### src/rtl/stk_pkg.sv
// Shared definitions for the stack unit and its push/pop sequencer:
// default geometry, pointer-width helper and the strobe-event encoding.
package stk_pkg;

    localparam int DATA_LEN_DEF = 8;
    localparam int DEPTH_DEF    = 16;

    // Pointer width for a given depth; never narrower than one bit.
    function automatic int ptr_len_f(input int depth);
        return (depth > 1) ? $clog2(depth) : 1;
    endfunction

    // Strobe events seen in one clock cycle, encoded {pop, push}.
    typedef enum logic [1:0] {
        EV_NONE = 2'b00,
        EV_PUSH = 2'b01,
        EV_POP  = 2'b10,
        EV_BOTH = 2'b11
    } stk_ev_e;

endpackage

### src/rtl/strobe_edge.sv
// Rising-edge detector for one bus strobe. Only a solid logic 1 counts
// as asserted. The previous-value register resets to 1, so a strobe that
// is already high when reset releases must drop before it can fire.
module strobe_edge (
    input  logic clk,
    input  logic rstn,
    input  logic in,
    output logic pulse
);

    logic w_in_one;
    logic r_prev;

    // 0, x and z all read as deasserted; in hardware this is a plain compare.
    assign w_in_one = (in === 1'b1);

    // Remember last cycle's strobe level.
    always_ff @(posedge clk or negedge rstn) begin
        if (!rstn) begin
            r_prev <= 1'b1;
        end else begin
            r_prev <= w_in_one;
        end
    end

    assign pulse = w_in_one & ~r_prev;

endmodule

### src/rtl/stack_unit.sv
// LIFO responder on the push/pop bus. Push stores stk_data_in; pop loads
// the removed word into the registered stk_data_out one cycle after the
// strobe edge. Reports occupancy, full and empty.
// Optional build macro STACK_ERR_EN adds sticky ovf/unf error flags;
// without it both flags are tied to 0 and err_clr is ignored.
module stack_unit
    import stk_pkg::*;
#(
    parameter int DATA_LEN = DATA_LEN_DEF,
    parameter int DEPTH    = DEPTH_DEF,
    parameter int PTR_LEN  = ptr_len_f(DEPTH)
) (
    input  logic                clk,
    input  logic                rstn,
    input  logic                stk_push,
    input  logic                stk_pop,
    input  logic [DATA_LEN-1:0] stk_data_in,
    output logic [DATA_LEN-1:0] stk_data_out,
    output logic [DATA_LEN-1:0] top,
    output logic [PTR_LEN:0]    count,
    output logic                empty,
    output logic                full,
    input  logic                err_clr,
    output logic                ovf,
    output logic                unf
);

    localparam logic [PTR_LEN:0]   CNT_FULL = (PTR_LEN+1)'(DEPTH);
    localparam logic [PTR_LEN:0]   CNT_ONE  = (PTR_LEN+1)'(1);
    localparam logic [PTR_LEN-1:0] PTR_ONE  = PTR_LEN'(1);

    logic [DATA_LEN-1:0] r_mem [DEPTH];
    logic [PTR_LEN-1:0]  r_sp;
    logic [PTR_LEN:0]    r_count;
    logic [DATA_LEN-1:0] r_data_out;

    logic                w_push_ev;
    logic                w_pop_ev;
    stk_ev_e             w_ev;
    logic                w_full;
    logic                w_empty;
    logic [PTR_LEN-1:0]  w_sp_m1;
    logic [PTR_LEN-1:0]  w_sp_nxt;
    logic [PTR_LEN:0]    w_cnt_nxt;
    logic [DATA_LEN-1:0] w_dout_nxt;
    logic                w_wr_en;
    logic [PTR_LEN-1:0]  w_wr_addr;
    logic                w_ovf_set;
    logic                w_unf_set;

    strobe_edge u_push_edge (
        .clk   (clk),
        .rstn  (rstn),
        .in    (stk_push),
        .pulse (w_push_ev)
    );

    strobe_edge u_pop_edge (
        .clk   (clk),
        .rstn  (rstn),
        .in    (stk_pop),
        .pulse (w_pop_ev)
    );

    assign w_ev    = stk_ev_e'({w_pop_ev, w_push_ev});
    assign w_full  = (r_count == CNT_FULL);
    assign w_empty = (r_count == '0);
    assign w_sp_m1 = r_sp - PTR_ONE;

    // Decide the next stack state from this cycle's strobe events.
    always_comb begin
        w_sp_nxt   = r_sp;
        w_cnt_nxt  = r_count;
        w_dout_nxt = r_data_out;
        w_wr_en    = 1'b0;
        w_wr_addr  = r_sp;
        w_ovf_set  = 1'b0;
        w_unf_set  = 1'b0;
        case (w_ev)
            EV_NONE: begin
                w_sp_nxt = r_sp;
            end
            EV_PUSH: begin
                if (!w_full) begin
                    w_wr_en   = 1'b1;
                    w_sp_nxt  = r_sp + PTR_ONE;
                    w_cnt_nxt = r_count + CNT_ONE;
                end else begin
                    w_ovf_set = 1'b1;
                end
            end
            EV_POP: begin
                if (!w_empty) begin
                    w_dout_nxt = r_mem[w_sp_m1];
                    w_sp_nxt   = w_sp_m1;
                    w_cnt_nxt  = r_count - CNT_ONE;
                end else begin
                    w_unf_set = 1'b1;
                end
            end
            EV_BOTH: begin
                // Replace the top in place, or pass the word straight through
                // when there is nothing stacked. Neither case is an error.
                if (!w_empty) begin
                    w_dout_nxt = r_mem[w_sp_m1];
                    w_wr_en    = 1'b1;
                    w_wr_addr  = w_sp_m1;
                end else begin
                    w_dout_nxt = stk_data_in;
                end
            end
            default: begin
                w_sp_nxt = r_sp;
            end
        endcase
    end

    // Stack pointer, occupancy and popped-word registers.
    always_ff @(posedge clk or negedge rstn) begin
        if (!rstn) begin
            r_sp       <= '0;
            r_count    <= '0;
            r_data_out <= '0;
        end else begin
            r_sp       <= w_sp_nxt;
            r_count    <= w_cnt_nxt;
            r_data_out <= w_dout_nxt;
        end
    end

    // Storage array; deliberately not reset, contents valid once written.
    always_ff @(posedge clk) begin
        if (w_wr_en) begin
            r_mem[w_wr_addr] <= stk_data_in;
        end
    end

`ifdef STACK_ERR_EN
    logic r_ovf;
    logic r_unf;

    // Sticky error flags; a new error beats a simultaneous clear.
    always_ff @(posedge clk or negedge rstn) begin
        if (!rstn) begin
            r_ovf <= 1'b0;
            r_unf <= 1'b0;
        end else begin
            if (w_ovf_set) begin
                r_ovf <= 1'b1;
            end else if (err_clr) begin
                r_ovf <= 1'b0;
            end else begin
                r_ovf <= r_ovf;
            end
            if (w_unf_set) begin
                r_unf <= 1'b1;
            end else if (err_clr) begin
                r_unf <= 1'b0;
            end else begin
                r_unf <= r_unf;
            end
        end
    end

    assign ovf = r_ovf;
    assign unf = r_unf;
`else
    logic w_unused_err;
    assign w_unused_err = err_clr ^ w_ovf_set ^ w_unf_set;
    assign ovf = 1'b0;
    assign unf = 1'b0;
`endif

    assign stk_data_out = r_data_out;
    assign count        = r_count;
    assign empty        = w_empty;
    assign full         = w_full;
    assign top          = w_empty ? '0 : r_mem[w_sp_m1];

endmodule

### config.mk
export PLATFORM = sky130hd
export DESIGN_NAME = stack_unit
export DESIGN_NICKNAME = d
export VERILOG_FILES = /design/src/rtl/stk_pkg.sv /design/src/rtl/strobe_edge.sv /design/src/rtl/stack_unit.sv
export SDC_FILE = /design/constraint.sdc
export NUM_CORES = 1
export LEC_CHECK = 0
export CAP_MARGIN = 20
export CORE_MARGIN = 2
export CORE_UTILIZATION = 45
export CTS_BUF_LIST = sky130_fd_sc_hd__clkbuf_16
export DETAILED_ROUTE_END_ITERATION = 10
export GPL_TIMING_DRIVEN = 0
export PLACE_DENSITY = 0.72
export SLEW_MARGIN = 20
export SYNTH_ARGS = -nofsm -noshare
export SYNTH_HDL_FRONTEND = slang
export SYNTH_SLANG_ARGS = --single-unit
export TNS_END_PERCENT = 30
### constraint.sdc
create_clock -name clk -period 3.7 [get_ports clk]
set_input_delay 0.37 -clock clk [delete_from_list [all_inputs] [get_ports clk]]
set_output_delay 0.37 -clock clk [all_outputs]
set_load 0.01 [all_outputs]
# After elaboration in Yosys (flattened, before gate mapping)
# Memories as Yosys holds them, arrays and structs flattened.
# Index checks and enable logic that the tools add are counted.
[totals] romBits=0 mem_count=1 latchBits=0 mem_bits_rw=128 regBits=19 output_inout_bits=25
[classes] n_mux=16 div=0 n_mul=0 magnitude_cmp=0 n_addsub=4 n_reduce_logical=6 n_shift=0 n_bitwise=4 n_eq_ne=8
[memory_table] name="r_mem" words=16 width=8 read_ports=1 rd_ports_with_merged_regs=0 wr=1 line="stack_unit.sv:32" rtl="logic [DATA_LEN-1:0] r_mem [DEPTH];"
[ops] op="$mux W8" count=3
[ops] op="$pmux W8 S2" count=1
[ops] op="$mux W4" count=3
[ops] op="$mux W5" count=2
[ops] op="$pmux W5 S2" count=1
[ops] op="$pmux W4 S2" count=1
[ops] op="$add A5 B1 Y5 const B" count=1
[ops] op="$eq A5 B5 Y1 const B" count=1
[ops] op="$logic_not A5 Y1" count=1
[ops] op="$sub A5 B1 Y5 const B" count=1
[ops] op="$add A4 B1 Y4 const B" count=1
[ops] op="$eq A2 B2 Y1 const B" count=2
[ops] op="$mux W1" count=4
[ops] op="$ne A2 B2 Y1 const B" count=2
[ops] op="$reduce_and A2 Y1" count=2
[ops] op="$reduce_bool A2 Y1" count=2
[ops] op="$sub A4 B1 Y4 const B" count=1
[ops] op="$reduce_and A3 Y1" count=1
[ops] op="$and A1 B1 Y1" count=2
[ops] op="$eq A2 B1 Y1 const B" count=1
[ops] op="$eqx A1 B1 Y1 const B" count=2
[ops] op="$not A1 Y1" count=2
[ops] op="$pmux W1 S2" count=1

# Depth between registers and ports, before layout
# Gate-level depths: netlist of run 1.
[logic_depth] word_depth=6 mapped_depth=11 ltp_nobuf=8

# Modules after synthesis
# Synthesis of run 1 repeated with hierarchy kept, for this count alone.
[unflattened] cells_unflattened=383 area_unflattened_um2=6404.9
[by_module_without_submodules] mod="stack_unit" instances=1 cells_each=379 area_each_um2=6324.8 seq_area_each_um2=4269.1
[by_module_without_submodules] mod="strobe_edge" instances=2 cells_each=2 area_each_um2=40.0 seq_area_each_um2=26.3

# Worst setup path after synthesis of run 1
# OpenSTA, ideal clock, no wires.
[synth_path] path_type="reg2out" start="register r_sp[0]" end="output port top[6]" setup_slack_ps=576 n_path_buf=4 path_stages_with_launch=10 t_arrival_ps=2754 t_required_ps=3330 path_cell_list="dfrtp_1 > buf_2 > inv_2 > buf_2 > ha_1 > buf_2 > buf_1 > mux4_2 > mux4_2 > and2_1"
[synth_between] elab_chain_cells=3
[synth_lines] item="from (decl)" line="stack_unit.sv:33" rtl="logic [PTR_LEN-1:0] r_sp;"
[synth_lines] item="from (signal assigned)" line="stack_unit.sv:125" rtl="r_sp <= w_sp_nxt;"
[synth_lines] item="$sub A4 B1 Y4" line="stack_unit.sv:68" rtl="assign w_sp_m1 = r_sp - PTR_ONE;"
[synth_lines] item="$mem_v2 Z16 W8"
[synth_lines] item="$mux W8" line="stack_unit.sv:178" rtl="assign top = w_empty ? '0 : r_mem[w_sp_m1];"
[synth_lines] item="to (decl)" line="stack_unit.sv:19" rtl="output logic [DATA_LEN-1:0] top,"
# Every way passes these cells.

# Final worst setup path of run 1
[layout_path] start="register r_sp[0]" end="output port top[3]"
# Same word-level chain as after synthesis.

==> results of run 1 <==
## kinds of logic after synthesis
family	count (synthesis)	share of synthesized area, %
other	1	0.0584
buffers and inverters	26	2.05
adders and majority gates	6	1.29
and+or+nand+nor	66	4.87
AOI/OAI and AO/OA	61	7.31
DFF	147	67.3
muxes	63	15.6
xor gates and xnor gates	10	1.48
## state kept, by name (all words and copies together) (netlist names)
name / cells
u_push_edge.r_prev: 1
u_pop_edge.r_prev: 1
stk_data_out: 8
r_mem: 128
count: 5
r_sp: 4
## worst max-delay path, stage by stage, from the launching register on
cell	delay (ns)
dfrtp_2	0.40
buf_8	0.17
inv_4	0.09
buf_8	0.17
ha_4	0.37
buf_6	0.18
mux2_1	0.37
mux4_2	0.51
nor2_1	0.13
a211oi_1	0.08
dlygate4sd2_1	0.31
## report_power, final
| group | internal [W] | total (W) | leakage, nW | switching [W] |
|---|---|---|---|---|
| Combinational | 0.00163 | 0.00328 | 1.00 | 0.00165 |
| Clock | 0.00101 | 0.00173 | 0.288 | 0.000718 |
| Sequential | 0.00197 | 0.00209 | 1.38 | 0.000116 |
## stage by stage
step                utilization [%]  worst slack [ns]  hold WS, ns  std cells
floorplan                         -             0.576       0.0744        381
global placement               50.3            -0.576        0.463        595
detailed placement             50.3            -0.588        0.466        595
CTS                            55.5          -0.00628        0.424        627
global route                   55.6            0.0262        0.442        628
finish                         55.6             0.126        0.439        628
## worst paths after layout
kind | startpoint | endpoint | slack (ns) | cells past startpoint
setup / recovery | r_sp[0]$_DFFE_PN0P_ | top[3] | 0.13 | 10
hold / removal | stk_push | u_push_edge.r_prev$_DFF_PN1_ | 0.44 | 1
setup reg to reg | count[0]$_DFFE_PN0P_ | r_mem[12][5]$_DFFE_PP_ | 0.57 | 6
hold reg to reg | stk_data_out[5]$_DFFE_PN0P_ | stk_data_out[5]$_DFFE_PN0P_ | 0.47 | 1
max in group asynchronous | rstn | r_sp[0]$_DFFE_PN0P_ | 2.87 | 2
min in group asynchronous | rstn | stk_data_out[2]$_DFFE_PN0P_ | 0.45 | 2
## layout make-up
| type | count | area, sq um | area share, % |
|---|---|---|---|
| Multi-Input combinational cell | 208 | 2020 | 26.1 |
| Buffer | 17 | 160 | 2.07 |
| Timing Repair Buffer | 37 | 362 | 4.68 |
| Clock buffer | 17 | 425 | 5.51 |
| Tap cell | 180 | 225 | 2.92 |
| Sequential cell | 147 | 4320 | 56.0 |
| Inverter | 7 | 33.8 | 0.438 |
| Clock inverter | 15 | 176 | 2.28 |
## cell usage in the layout, fill, tap and decap left out, types with 4 or more instances in the layout
master	synthesis	layout
inv_1	4	4
mux2i_1	9	7
dfrtp_1	17	16
a21o_1	9	9
xnor2_1	8	8
a21oi_1	15	15
o211ai_1	4	4
inv_6	0	4
clkdlybuf4s50_1	0	25
edfxtp_1	128	128
dlygate4sd2_1	0	5
a2111oi_1	7	7
buf_8	0	4
nand2_1	9	9
buf_4	4	5
nor2_1	36	36
mux4_2	27	27
buf_6	1	5
a211oi_1	7	4
ha_1	5	4
mux2_2	20	20
nor3_1	7	7
mux2_1	7	7
clkbuf_16	0	17
## per-layer routing
| metal | up-vias | global-route usage [%] | routed length [microns] |
|---|---|---|---|
| met5 | - | 0 | 0 |
| met4 | 0 | 6.04 | 184 |
| met3 | 18 | 4.98 | 1110 |
| met2 | 179 | 31.6 | 6890 |
| met1 | 1902 | 28.2 | 6040 |
| li1 | 1625 | - | - |
## what timing repair did
item,CTS,global route
hold buffers,0,1
endpoints found under the hold margin,0,17
pin swaps,1,1
resized for setup,36,4
buffers inserted,2,0
endpoints found under the setup margin,97,3
==> impl_metrics.py, run 1 <==
metrics = {
    "finish": {
        "drive_gt1_share_pct": 25.7,
        "fillers": 1088,
        "nets": 454,
        "final_area_sq_um": 7720,
        "syn2layout_area_growth_pct": 20.3,
        "antenna_cells": 0,
    },
    "placed_design": {
        "port_buffers": 34,
        "gp_congestion": 0.824,
        "dp.final_hpwl_microns": 9230,
        "placed_cell_area_sq_um": 6990,
    },
    "floorplan": {
        "core_area_sq_um": 13900,
        "rows": 43,
        "pin_count": 38,
        "die_w_microns": 123,
        "die_y_microns": 123,
        "die_area_sq_um": 15200,
        "start_util_pct": 46.2,
    },
    "sta": {
        "min_period_ns": 3.57,
        "rsz0062_at_grt": "no",
        "skew_ns": 0.00578,
        "tightestPinTransition_ns": 1.05,
        "hold_viol_final": 0,
        "max_freq_ghz": 0.280,
        "fin_tns_setup_ns": 0,
        "setup_violations": 0,
        "drv_slew": 0,
        "slew_headroom_pct": 29.8,
        "min_period_over_period_pct": 96.6,
    },
    "power": {
        "p_leak_nw": 2.67,
        "finalPower_w": 0.00710,
        "peakVddDrop_uv": 597,
        "power_per_cell_area_nw_per_um2": 920,
    },
    "worst_setup_path": {
        "cp_data_required_time_ns": 3.33,
        "cp_max_fo": 10,
        "arrival_ns": 3.20,
        "cp-start-kind": "flop",
        "end_kind": "primary output",
        "criticalPathCategory": "reg -> out",
    },
    "logic_synthesis": {
        "ys_seq_area_share_pct": 67.3,
        "synth_area_sq_um": 6420,
        "synth.avg_cell_area_sq_um": 16.9,
        "yosys_warnings": 0,
        "ys_seq_elements": 147,
        "synth_commonest_cells": "edfxtp_1 (128), nor2_1 (36), mux4_2 (27), mux2_2 (20), dfrtp_1 (17)",
        "synth_most_common_cell": "edfxtp_1",
        "ys.flop_type": "edfxtp_1",
        "synth_area_leader_cell": "edfxtp_1",
        "synth_area_leaders": "edfxtp_1 (60%), mux4_2 (9.5%), dfrtp_1 (6.6%), mux2_2 (3.5%), nor2_1 (2.1%)",
        "synth_edf_count": 128,
        "ys_async_sr_fraction_pct": 12.9,
        "synth_cell_type_count": 53,
        "synth_top_area_share_pct": 59.9,
        "syn_inst": 380,
    },
    "clock_network": {
        "cts_tree": "yes",
        "cts-buffers-inserted": 17,
        "clock_sink_count": 147,
        "clock_latency_ns": 0.42,
        "root_buffer": "clkbuf_16",
        "h-tree-depth": 4,
        "cts_buffer_depth": 2,
        "path_clk_slew_ns": 0.06,
    },
    "detailed_routing": {
        "num_vias": 3724,
        "wl_microns": 14200,
        "avgViaCountPerCell": 5.93,
        "drtPass1Iterations": 5,
        "antenna_left": 0,
        "drc_errors": 0,
        "dr.first_iter.drc_count": 549,
        "routedWlPerCell_microns": 22.6,
    },
    "min_path": {
        "hold_path.class": "in -> reg",
    },
    "global_routing": {
        "grt_use_total_pct": 20.2,
        "grt_start_max_net_pins": 20,
        "grt_first_pass_wirelength_microns": 21600,
        "grt_pass1_vias": 3687,
        "grt_overflow": 0,
        "antenna_found_initial": 0,
    },
    "status": {
        "outcome": "completed",
    },
    "flow_run": {
        "drv_cap": 0,
    },
}
Note: power is estimated with default switching activity, not from simulation.
==> run 2, diff against run 1 <==
--- a/config.mk
+++ b/config.mk
@@ -5,7 +5,7 @@
 export SDC_FILE = /design/constraint.sdc
 export NUM_CORES = 1
 export LEC_CHECK = 0
-export CAP_MARGIN = 20
+export CAP_MARGIN = 25
 export CORE_MARGIN = 2
 export CORE_UTILIZATION = 45
 export CTS_BUF_LIST = sky130_fd_sc_hd__clkbuf_16
@@ -15,5 +15,6 @@
 export SLEW_MARGIN = 20
 export SYNTH_ARGS = -nofsm -noshare
 export SYNTH_HDL_FRONTEND = slang
+export SYNTH_HIERARCHICAL = 1
 export SYNTH_SLANG_ARGS = --single-unit
 export TNS_END_PERCENT = 30
==> impl_metrics.py, run 2 <==
metrics = {
    "floorplan": {
        "rows": 43,
        "start_util_pct": 46.1,
        "die_y_microns": 123,
        "die_area_sq_um": 15200,
        "pin_count": 38,
        "core_area_sq_um": 13900,
        "die_w_microns": 123,
    },
    "worst_setup_path": {
        "cp_max_fo": 10,
        "cp-start-kind": "flop",
        "end_kind": "primary output",
        "timing.rr.start": "r_sp[0]$_DFFE_PN0P_",
        "path_delay_family": "buffers and inverters",
        "crit_path_top_delay_cell": "dfrtp_1",
        "arrival_ns": 3.15,
        "crit_chain": "buf_6, buf_12, buf_12, clkinvlp_4, ha_2, buf_6, buf_8, buf_6, mux4_2, mux2i_1, a211oi_1, dlygate4sd2_1",
        "r2r_slack_ns": 0.37,
        "criticalPathCategory": "reg -> out",
        "cp_data_required_time_ns": 3.33,
        "cp_common_cell": "buf_6",
        "timing.critical_path.buf_inv": 8,
        "r2r-end": "r_mem[1][2]$_DFFE_PP_",
        "slowest_delay_ns": 0.37,
        "rr_worst_depth": 12,
    },
    "logic_synthesis": {
        "synth.avg_cell_area_sq_um": 16.7,
        "ys.flop_type": "edfxtp_1",
        "synth_cell_type_count": 57,
        "synth_edf_count": 128,
        "ys_seq_area_share_pct": 67.5,
        "synth_area_sq_um": 6400,
        "synth_top_area_share_pct": 60.0,
        "synth_most_common_cell": "edfxtp_1",
        "yosys_warnings": 6,
        "synth_area_leaders": "edfxtp_1 (60%), mux4_2 (8.4%), dfrtp_1 (6.6%), mux4_1 (2.9%), mux2i_1 (2.2%)",
        "ys_async_sr_fraction_pct": 12.9,
        "synth_area_leader_cell": "edfxtp_1",
        "ys_seq_elements": 147,
        "syn_inst": 383,
        "synth_commonest_cells": "edfxtp_1 (128), nor2_1 (26), mux4_2 (24), nand2_1 (18), dfrtp_1 (17)",
    },
    "sta": {
        "min_period_ns": 3.52,
        "min_period_over_period_pct": 95.2,
        "setup_violations": 0,
        "whs_ns": 0.393,
        "slew_headroom_pct": 38.2,
        "drv_slew": 0,
        "tightestPinTransition_ns": 0.924,
        "skew_ns": 0.00982,
        "max_freq_ghz": 0.284,
        "rsz0062_at_grt": "no",
        "fin_tns_setup_ns": 0,
        "hold_viol_final": 0,
    },
    "finish": {
        "antenna_cells": 0,
        "final_cell_mix": "edfxtp_1 (128), nor2_1 (26), clkdlybuf4s50_1 (26)",
        "nets": 460,
        "final_common_cell": "edfxtp_1",
        "syn2layout_area_growth_pct": 19.9,
        "top_register": "r_mem",
        "drive_gt1_share_pct": 23.2,
        "largest_register_ff_count": 128,
    },
    "min_path": {
        "holdPathEnd": "u_push_edge/r_prev$_DFF_PN1_",
        "hold_path.class": "in -> reg",
        "hold_start": "stk_push",
        "hold_depth": 1,
    },
    "detailed_routing": {
        "drc_errors": 0,
        "drtPass1Iterations": 5,
        "antenna_left": 0,
        "num_vias": 3671,
        "dr.first_iter.drc_count": 335,
        "wl_microns": 13700,
        "avgViaCountPerCell": 5.80,
        "routedWlPerCell_microns": 21.7,
    },
    "global_routing": {
        "grt_pass1_vias": 3655,
        "grt_start_max_net_pins": 20,
        "grt_overflow": 0,
        "grt_use_total_pct": 20.1,
        "grt-busiest-layer": "met2",
        "grtUsageMet2_pct": 29.8,
        "grt_first_pass_wirelength_microns": 21200,
        "antenna_found_initial": 0,
        "grt.met1_usage_pct": 27.0,
        "grtUsageMet3_pct": 5.07,
    },
    "clock_network": {
        "clock_latency_ns": 0.43,
        "cts_buffer_depth": 2,
        "cts-buffers-inserted": 17,
        "root_buffer": "clkbuf_16",
        "postCtsHoldBufs": 0,
        "cts_tree": "yes",
        "h-tree-depth": 4,
        "clock_sink_count": 147,
        "path_clk_slew_ns": 0.06,
    },
    "power": {
        "power_per_cell_area_nw_per_um2": 886,
        "finalPower_w": 0.00680,
        "p_leak_nw": 2.66,
        "peakVddDrop_uv": 438,
    },
    "placed_design": {
        "dp.final_hpwl_microns": 9050,
        "port_buffers": 34,
        "gp_congestion": 0.878,
    },
    "flow_run": {
        "drv_cap": 0,
    },
    "status": {
        "outcome": "completed",
    },
}
-- run 2: changes by cell type after synthesis, sizes merged, moves of 3 or more --
cell     change
nand2        +8
nor2         -9
o211ai       -3
a2111oi      -7
o21ai        +5
xnor2        -4
o311ai       +5
nor3         -4
nand3        +9
mux4         +4
mux2i        +5
inv          +4
mux2        -19
-- run 2: worst max-delay path by stage --
stage / start / end / slack, ns / depth (start not counted)
2_1_floorplan: r_sp[0]$_DFFE_PN0P_ / r_mem[1][0]$_DFFE_PP_ / 0.49 / 12
3_3_place_gp: r_sp[0]$_DFFE_PN0P_ / top[0] / -0.65 / 12
4_1_cts: r_sp[0]$_DFFE_PN0P_ / top[6] / 0.02 / 11
6_report: r_sp[0]$_DFFE_PN0P_ / top[4] / 0.18 / 12
5_1_grt: r_sp[0]$_DFFE_PN0P_ / top[5] / 0.01 / 12
3_5_place_dp: r_sp[0]$_DFFE_PN0P_ / r_mem[1][7]$_DFFE_PP_ / -0.68 / 12
-- run 2: through the flow --
step / area [sq um] / setup slack [ns] / util, % / instances
after floorplan: 6410 / 0.490 / - / 384
after global placement: 6970 / -0.647 / 50.2 / 598
after detailed placement: 6970 / -0.682 / 50.2 / 598
after CTS: 7610 / 0.0236 / 54.8 / 631
after global routing: 7680 / 0.0139 / 55.3 / 633
final: 7680 / 0.179 / 55.3 / 633
-- run 2: final cells by class --
type	count	area, sq um
clock inverter	14	105
sequential	147	4320
buffer	21	198
multi-input combinational	204	2000
timing repair buffer	38	357
fill	1093	6200
inverter	12	48.8
clock buffer	17	425
tap	180	225
-- run 2: timing repair --
| action | in CTS | in global routing |
|---|---|---|
| gates resized for setup | 32 | 12 |
| buffers inserted | 2 | 2 |
| pin swaps | 1 | 0 |
| gates cloned | 0 | 0 |
| endpoints found under the setup margin | 144 | 6 |
-- run 2: logic make-up (layout without fill, tap and decap cells) --
logic type,after synthesis,count (layout),share of synthesized area (%)
AO/OA/AOI/OAI,63,63,7.01
XOR/XNOR,6,6,0.938
adder cells (fa/ha/maj),6,6,1.29
buffers and inverters,33,102,2.68
flip-flops,147,147,67.5
multiplexers,53,53,14.9
other,1,2,0.0585
AND/OR/NAND/NOR,74,74,5.65
-- run 2: routing by layer --
metal  share of wire (%)  wire length, microns  up-vias
li1                    -                     -     1638
met5                   0                     0        -
met4                 3.8                   523        0
met1                  43                  5910     1856
met2                  47                  6420      153
met3                 6.3                   869       24
-- run 2: power by group --
part	total [W]	leakage, nW	switching (W)	internal [W]
Sequential	0.00207	1.38	0.000100	0.00197
Clock	0.00153	0.259	0.000673	0.000857
Combinational	0.00321	1.02	0.00164	0.00157
-- run 2: worst register-to-register path: stages, from the launching register on --
cell and delay [ns]:
dfrtp_1 0.37, buf_6 0.12, buf_12 0.15, buf_12 0.15, clkinvlp_4 0.14, ha_2 0.35, buf_6 0.15, buf_8 0.16
buf_6 0.17, inv_1 0.08, mux2i_1 0.17, nand3_1 0.23, nor2_1 0.72
==> run 3, diff against run 2 <==
--- a/config.mk
+++ b/config.mk
@@ -15,6 +15,5 @@
 export SLEW_MARGIN = 20
 export SYNTH_ARGS = -nofsm -noshare
 export SYNTH_HDL_FRONTEND = slang
-export SYNTH_HIERARCHICAL = 1
 export SYNTH_SLANG_ARGS = --single-unit
 export TNS_END_PERCENT = 30
==> results of run 3 <==
Same layout as run 1: the final DEF is identical, and so are final timing and power.
